--- config.mk ---
export PLATFORM = sky130hd
export DESIGN_NAME = mux_serializer_flat
export DESIGN_NICKNAME = d
export VERILOG_FILES = /design/src/rtl/mux_serializer_pkg.sv /design/src/rtl/mux_serializer_if.sv /design/src/rtl/mux_serializer_mux8_1.sv /design/src/rtl/mux_serializer.sv /design/src/flat_wrapper.sv
export SDC_FILE = /design/constraint.sdc
export NUM_CORES = 1
export LEC_CHECK = 0
export CAP_MARGIN = 20
export CORE_ASPECT_RATIO = 1.4
export CORE_MARGIN = 8
export CORE_UTILIZATION = 55
export DETAILED_ROUTE_END_ITERATION = 10
export GPL_ROUTABILITY_DRIVEN = 0
export PLACE_DENSITY_LB_ADDON = 0.1
export REMOVE_ABC_BUFFERS = 1
export SLEW_MARGIN = 30
export SYNTH_ARGS = -nofsm -noshare
export SYNTH_HDL_FRONTEND = slang
export SYNTH_SLANG_ARGS = --single-unit
--- constraint.sdc ---
create_clock -name clk -period 2.4 [get_ports clk]
set_clock_uncertainty 0.1 [all_clocks]
set_input_delay 0.72 -clock clk [delete_from_list [all_inputs] [get_ports clk]]
set_output_delay 0.72 -clock clk [all_outputs]
set_load 0.005 [all_outputs]
--- src/rtl/mux_serializer_pkg.sv ---
// Shared definitions for the byte serializer: FSM encoding, frame length and the
// data-bit to mux-select mapping imposed by the 8:1 mux stage.
package mux_serializer_pkg;

  typedef enum logic [1:0] {
    IDLE  = 2'd0,
    START = 2'd1,
    DATA  = 2'd2,
    STOP  = 2'd3
  } state_t;

  localparam int FRAME_BITS = 10;

  // The mux stage routes the upper nibble when S[2]=0, so the nibble bit is inverted.
  function automatic logic [2:0] sel_of(input logic [2:0] k);
    return {~k[2], k[1:0]};
  endfunction

endpackage

--- src/rtl/mux_serializer_if.sv ---
// Producer-side byte handshake plus the serial line and frame status outputs.
interface mux_serializer_if;
  logic [7:0] in_data;
  logic       in_valid;
  logic       in_ready;
  logic       ser_out;
  logic       busy;
  logic       frame_done;

  modport master (
    output in_data, in_valid,
    input  in_ready, ser_out, busy, frame_done
  );

  modport slave (
    input  in_data, in_valid,
    output in_ready, ser_out, busy, frame_done
  );
endinterface

--- src/rtl/mux_serializer_mux8_1.sv ---
// 8:1 bit-select mux with the hardware select mapping: S[2]=0 picks the upper nibble.
module mux8_1 (
  input  logic [7:0] a,
  input  logic [2:0] s,
  output logic       y
);
  assign y = a[{~s[2], s[1:0]}];
endmodule

--- src/rtl/mux_serializer.sv ---
// Byte-to-bitstream serializer: start bit, 8 data bits via the 8:1 mux, stop bit,
// each held BIT_DIV clocks on a registered line.
module mux_serializer
  import mux_serializer_pkg::*;
#(
  parameter int unsigned BIT_DIV   = 16,
  parameter bit          LSB_FIRST = 1'b1,
  parameter bit          IDLE_LVL  = 1'b1
) (
  input  logic             clk,
  input  logic             rst_n,
  mux_serializer_if.slave  bus
);

  localparam logic [15:0] DIV_LAST = 16'(BIT_DIV - 1);

  state_t      state;
  logic [7:0]  data_q;
  logic [2:0]  bit_idx;
  logic [2:0]  sel_q;
  logic [15:0] div_cnt;
  logic [15:0] div_nxt;
  logic        bit_end;
  logic        mux_y;
  logic        handshake;

  function automatic logic [2:0] k_of(input logic [2:0] idx);
    return LSB_FIRST ? idx : ~idx;
  endfunction

  assign bit_end   = (div_cnt == DIV_LAST);
  assign div_nxt   = bit_end ? 16'd0 : div_cnt + 16'd1;
  assign handshake = bus.in_valid && bus.in_ready;

  mux8_1 u_mux (
    .a (data_q),
    .s (sel_q),
    .y (mux_y)
  );

  // NOTE: all state uses non-blocking assignments so every register samples pre-edge values.
  always_ff @(posedge clk or negedge rst_n) begin
    if (!rst_n) begin
      state          <= IDLE;
      data_q         <= '0;
      bit_idx        <= '0;
      sel_q          <= '0;
      div_cnt        <= '0;
      bus.ser_out    <= IDLE_LVL;
      bus.in_ready   <= 1'b1;
      bus.busy       <= 1'b0;
      bus.frame_done <= 1'b0;
    end else begin
      bus.frame_done <= 1'b0;
      unique case (state)
        IDLE: ;
        START: begin
          div_cnt <= div_nxt;
          if (bit_end) begin
            state       <= DATA;
            bit_idx     <= 3'd0;
            bus.ser_out <= mux_y;
            sel_q       <= sel_of(k_of(3'd1));
          end
        end
        DATA: begin
          div_cnt <= div_nxt;
          if (bit_end) begin
            if (bit_idx == 3'd7) begin
              state       <= STOP;
              bus.ser_out <= IDLE_LVL;
              if (BIT_DIV == 1) begin
                bus.frame_done <= 1'b1;
                bus.in_ready   <= 1'b1;
              end
            end else begin
              bit_idx     <= bit_idx + 3'd1;
              bus.ser_out <= mux_y;
              // Select runs one bit ahead so the mux has settled by the next boundary.
              sel_q       <= sel_of(k_of(bit_idx + 3'd2));
            end
          end
        end
        STOP: begin
          div_cnt <= div_nxt;
          if (bit_end) begin
            state        <= IDLE;
            bus.busy     <= 1'b0;
            bus.in_ready <= 1'b1;
          end else if (div_cnt == DIV_LAST - 16'd1) begin
            bus.frame_done <= 1'b1;
            bus.in_ready   <= 1'b1;
          end
        end
        default: state <= IDLE;
      endcase

      // NOTE: placed after the case so a handshake in the last STOP cycle overrides the return to IDLE.
      if (handshake) begin
        data_q       <= bus.in_data;
        state        <= START;
        div_cnt      <= '0;
        sel_q        <= sel_of(k_of(3'd0));
        bus.ser_out  <= ~IDLE_LVL;
        bus.busy     <= 1'b1;
        bus.in_ready <= 1'b0;
      end
    end
  end

endmodule

--- src/flat_wrapper.sv ---
// flat-port wrapper written by rule: the top's interface ports become plain ports
module mux_serializer_flat import mux_serializer_pkg::*;
#(
  parameter int unsigned BIT_DIV   = 16,
  parameter bit          LSB_FIRST = 1'b1,
  parameter bit          IDLE_LVL  = 1'b1
)
  (clk, rst_n, bus_in_data, bus_in_valid, bus_in_ready, bus_ser_out, bus_busy, bus_frame_done);
  mux_serializer_if bus_i ();
  input  logic clk;
  input  logic rst_n;
  input wire logic [$bits(bus_i.in_data)-1:0] bus_in_data;
  input wire logic [$bits(bus_i.in_valid)-1:0] bus_in_valid;
  output wire logic [$bits(bus_i.in_ready)-1:0] bus_in_ready;
  output wire logic [$bits(bus_i.ser_out)-1:0] bus_ser_out;
  output wire logic [$bits(bus_i.busy)-1:0] bus_busy;
  output wire logic [$bits(bus_i.frame_done)-1:0] bus_frame_done;
  assign bus_i.in_data = bus_in_data;
  assign bus_i.in_valid = bus_in_valid;
  assign bus_in_ready = bus_i.in_ready;
  assign bus_ser_out = bus_i.ser_out;
  assign bus_busy = bus_i.busy;
  assign bus_frame_done = bus_i.frame_done;
  mux_serializer #(.BIT_DIV(BIT_DIV), .LSB_FIRST(LSB_FIRST), .IDLE_LVL(IDLE_LVL)) u_core (.clk(clk), .rst_n(rst_n), .bus(bus_i));
endmodule
==> results.py <==
metrics = {
    "global_route": {
        "grt_use_met2": 0.270,
        "grt_pass1_vias": 1605,
        "track_usage": 0.155,
        "grt_pass1_wl_mm": 7.07,
        "grt_use_met1": 0.163,
        "overflow": 0,
        "top_usage_layer": "met2",
        "grtUsageMet3": 0.0490,
        "antenna_found_initial": 0,
        "grt_max_degree": 37,
    },
    "final_layout": {
        "diodes": 0,
        "fillCellCount": 311,
        "area_delta_synth_final_pct": 14.7,
        "drive_gt1_frac": 0.137,
        "fin_nets": 246,
    },
    "synthesis": {
        "syn_area_mm2": 0.00201,
        "synth-simple-area-share": 0.251,
        "synth.distinct_cells": 49,
        "seq_area_frac_synth": 0.450,
        "yosys-top-cells-count": "nand2_1 (41), dfrtp_1 (34), nor2_1 (16)",
        "synth_most_common_cell": "nand2_1",
        "synthAdderAreaFrac": 0.0561,
        "avgSynthCellArea_um2": 9.70,
        "synth_compound_area_frac": 0.127,
        "synth_xor_area_frac": 0.0349,
        "yosys_warnings": 0,
        "yosysTopAreaCellShare": 0.424,
        "ys.flop_type": "dfrtp_1",
        "async_flop_share": 1.00,
        "synth_area_leaders": "dfrtp_1 (42%), nand2_1 (7.7%), ha_1 (5.6%)",
        "synth.area.mux_share": 0.0380,
        "synth_area_leader_cell": "dfrtp_1",
        "syn_inst": 207,
        "ys_ff_latch": 36,
        "synth_edf_count": 0,
        "synth_top_family_by_area": "simple AND/OR/NAND/NOR gates",
    },
    "setup_path": {
        "worstReg2RegStart": "u_core.state[0]",
        "worstPathRequired_ns": 2.46,
        "cp-end-kind": "flip-flop",
        "r2r_end": "u_core.div_cnt[9]",
        "ff2ff_setup_slack_ns": 0.25,
        "start_kind": "input pin",
        "r2r.worst_path.cells": 7,
        "crit_arrival_ns": 2.30,
        "setup.worst_path.class": "in -> reg",
        "crit_fanout": 7,
    },
    "route": {
        "firstDrtPassIters": 4,
        "avgViaCountPerCell": 5.81,
        "postRouteAntennaNets": 0,
        "vias": 1562,
        "drt_iter0_drc": 77,
        "routed_wl_mm": 4.13,
        "wire_per_inst_um": 15.4,
        "post-route-drc-count": 0,
    },
    "clock_tree": {
        "cts.sinks": 36,
        "tritoncts": "yes",
        "hold_buffers": 0,
        "cts.root.buffer_cell": "clkbuf_8",
        "clkTransAtPathRegs_ns": 0.08,
        "cts_buffer_depth": 2,
        "cts_setup_buffers": 0,
        "insertion_delay_ns": 0.29,
        "post_cts_resize_count": 0,
        "htreeDepth": 2,
        "numCtsBuffers": 5,
    },
    "die": {
        "core_region_area_mm2": 0.00358,
        "io_pins": 15,
        "start_util": 0.561,
        "placementRows": 26,
        "dieArea_mm2": 0.00587,
        "die_w_um": 67.1,
        "die_y_um": 87.5,
    },
    "worst_hold_path": {
        "min_to": "u_core.data_q[3]",
        "min_path_type": "reg -> reg",
        "hold_path_depth": 2,
        "hold_path_startpoint": "u_core.data_q[3]",
    },
    "sta": {
        "tightest_slew_ns": 0.542,
        "fmax_ghz": 0.446,
        "max-slew-margin-rel": 0.636,
        "rsz0062_at_grt": "no",
        "finalHoldViolCount": 0,
        "setup_viol": 0,
        "setup_ws_ns": 0.156,
        "timing.final.crit_share": 0.935,
        "drv_slew": 0,
        "min_period_ns": 2.24,
    },
    "power_and_ir_drop": {
        "ir_drop_mv": 0.682,
        "cellPowerDensity_mw_per_mm2": 1020,
        "power_mw": 2.34,
        "leakage_nw": 1.03,
    },
    "placed_design": {
        "dp_hpwl_mm": 3.03,
        "place_ws_ns": -0.131,
        "port_buffers": 14,
    },
    "status": {
        "outcome": "complete, no violations",
    },
    "run": {
        "cap_viol_max_count": 0,
    },
}
[cell families (layout without fill, tap and decap cells)]
logic type      after synthesis  after routing
compound gates               39             39
buf+inv                      16             36
xor+xnor                      8              8
flops                        36             36
simple gates                 94             94
fa+ha+maj                     9              9
mux                           5              5
[how the worst max path moves through the flow]
stage	start	end	slack [ns]
2_1_floorplan	u_core.state[0]	u_core.div_cnt[15]	0.29
5_1_grt	bus_in_valid	u_core.div_cnt[9]	0.08
4_1_cts	bus_in_valid	u_core.div_cnt[9]	0.18
6_report	bus_in_valid	u_core.div_cnt[9]	0.16
3_3_place_gp	bus_in_valid	u_core.div_cnt[15]	-0.09
3_5_place_dp	bus_in_valid	u_core.div_cnt[9]	-0.13
[cell type report]
cell class / instances / area, um^2 / share of cell area
clock inverters: 2 / 35.0 / 0.0152
well taps: 42 / 52.6 / 0.0228
multi-input cells: 155 / 1020 / 0.443
clock buffers: 6 / 72.6 / 0.0315
repair buffers: 21 / 193 / 0.0837
inverters: 7 / 26.3 / 0.0114
flip-flops and latches: 36 / 903 / 0.393
[through the flow]
stage                     TNS [ns]  cells   util  hold WS (ns)  cell area, um^2
after global placement      -0.300    261  0.613         0.356             2190
after CTS                        0    269  0.643         0.385             2300
after floorplan                  0    198      -         0.324             1950
after global routing             0    269  0.643         0.405             2300
final                            0    269  0.643         0.378             2300
after detailed placement    -0.470    261  0.613         0.366             2190
[layout by cell type (no fill, tap or decap), types with 2 or more instances in the layout]
master           instances
a21oi_1                 12
a22o_1                   5
and3_1                   3
buf_4                    7
clkbuf_8                 5
clkdlybuf4s50_1         14
dfrtp_1                 34
dfstp_2                  2
ha_1                     9
inv_1                    7
mux2i_1                  2
mux4_2                   2
nand2_1                 41
nand3_1                  8
nand4_1                  3
nor2_1                  16
nor3_1                   4
nor4_4                   3
o21ai_0                 10
or3_1                    3
xnor2_1                  5
xor2_1                   3
[layer usage]
layer	vias up	routed length [um]	share of wire
li1	761	-	-
met3	7	182	0.044
met2	31	2150	0.52
met1	763	1730	0.42
met5	-	0	0
met4	0	69	0.017
[state kept, by name, summed over array words and instances (netlist names)]
| register | cells |
|---|---|
| u_core.div_cnt | 16 |
| u_core.data_q | 8 |
| u_core.bit_idx | 3 |
| u_core.sel_q | 3 |
| u_core.state | 2 |
| u_core.bus.busy | 1 |
| u_core.bus.frame_done | 1 |
| u_core.bus.in_ready | 1 |
| u_core.bus.ser_out | 1 |
[power breakdown]
group,internal (mW),leakage [nW],switching (mW)
sequential,0.790,0.458,0.171
clock,0.308,0.0552,0.218
combinational,0.417,0.516,0.436
[worst max-delay path, cell delays in order]
cell             delay [ns]
clkdlybuf4s50_1        0.48
a21bo_2                0.15
or3b_1                 0.45
nor3_1                 0.27
xnor2_1                0.17
nor2_1                 0.06
Note: power is estimated with default switching activity, not from simulation.
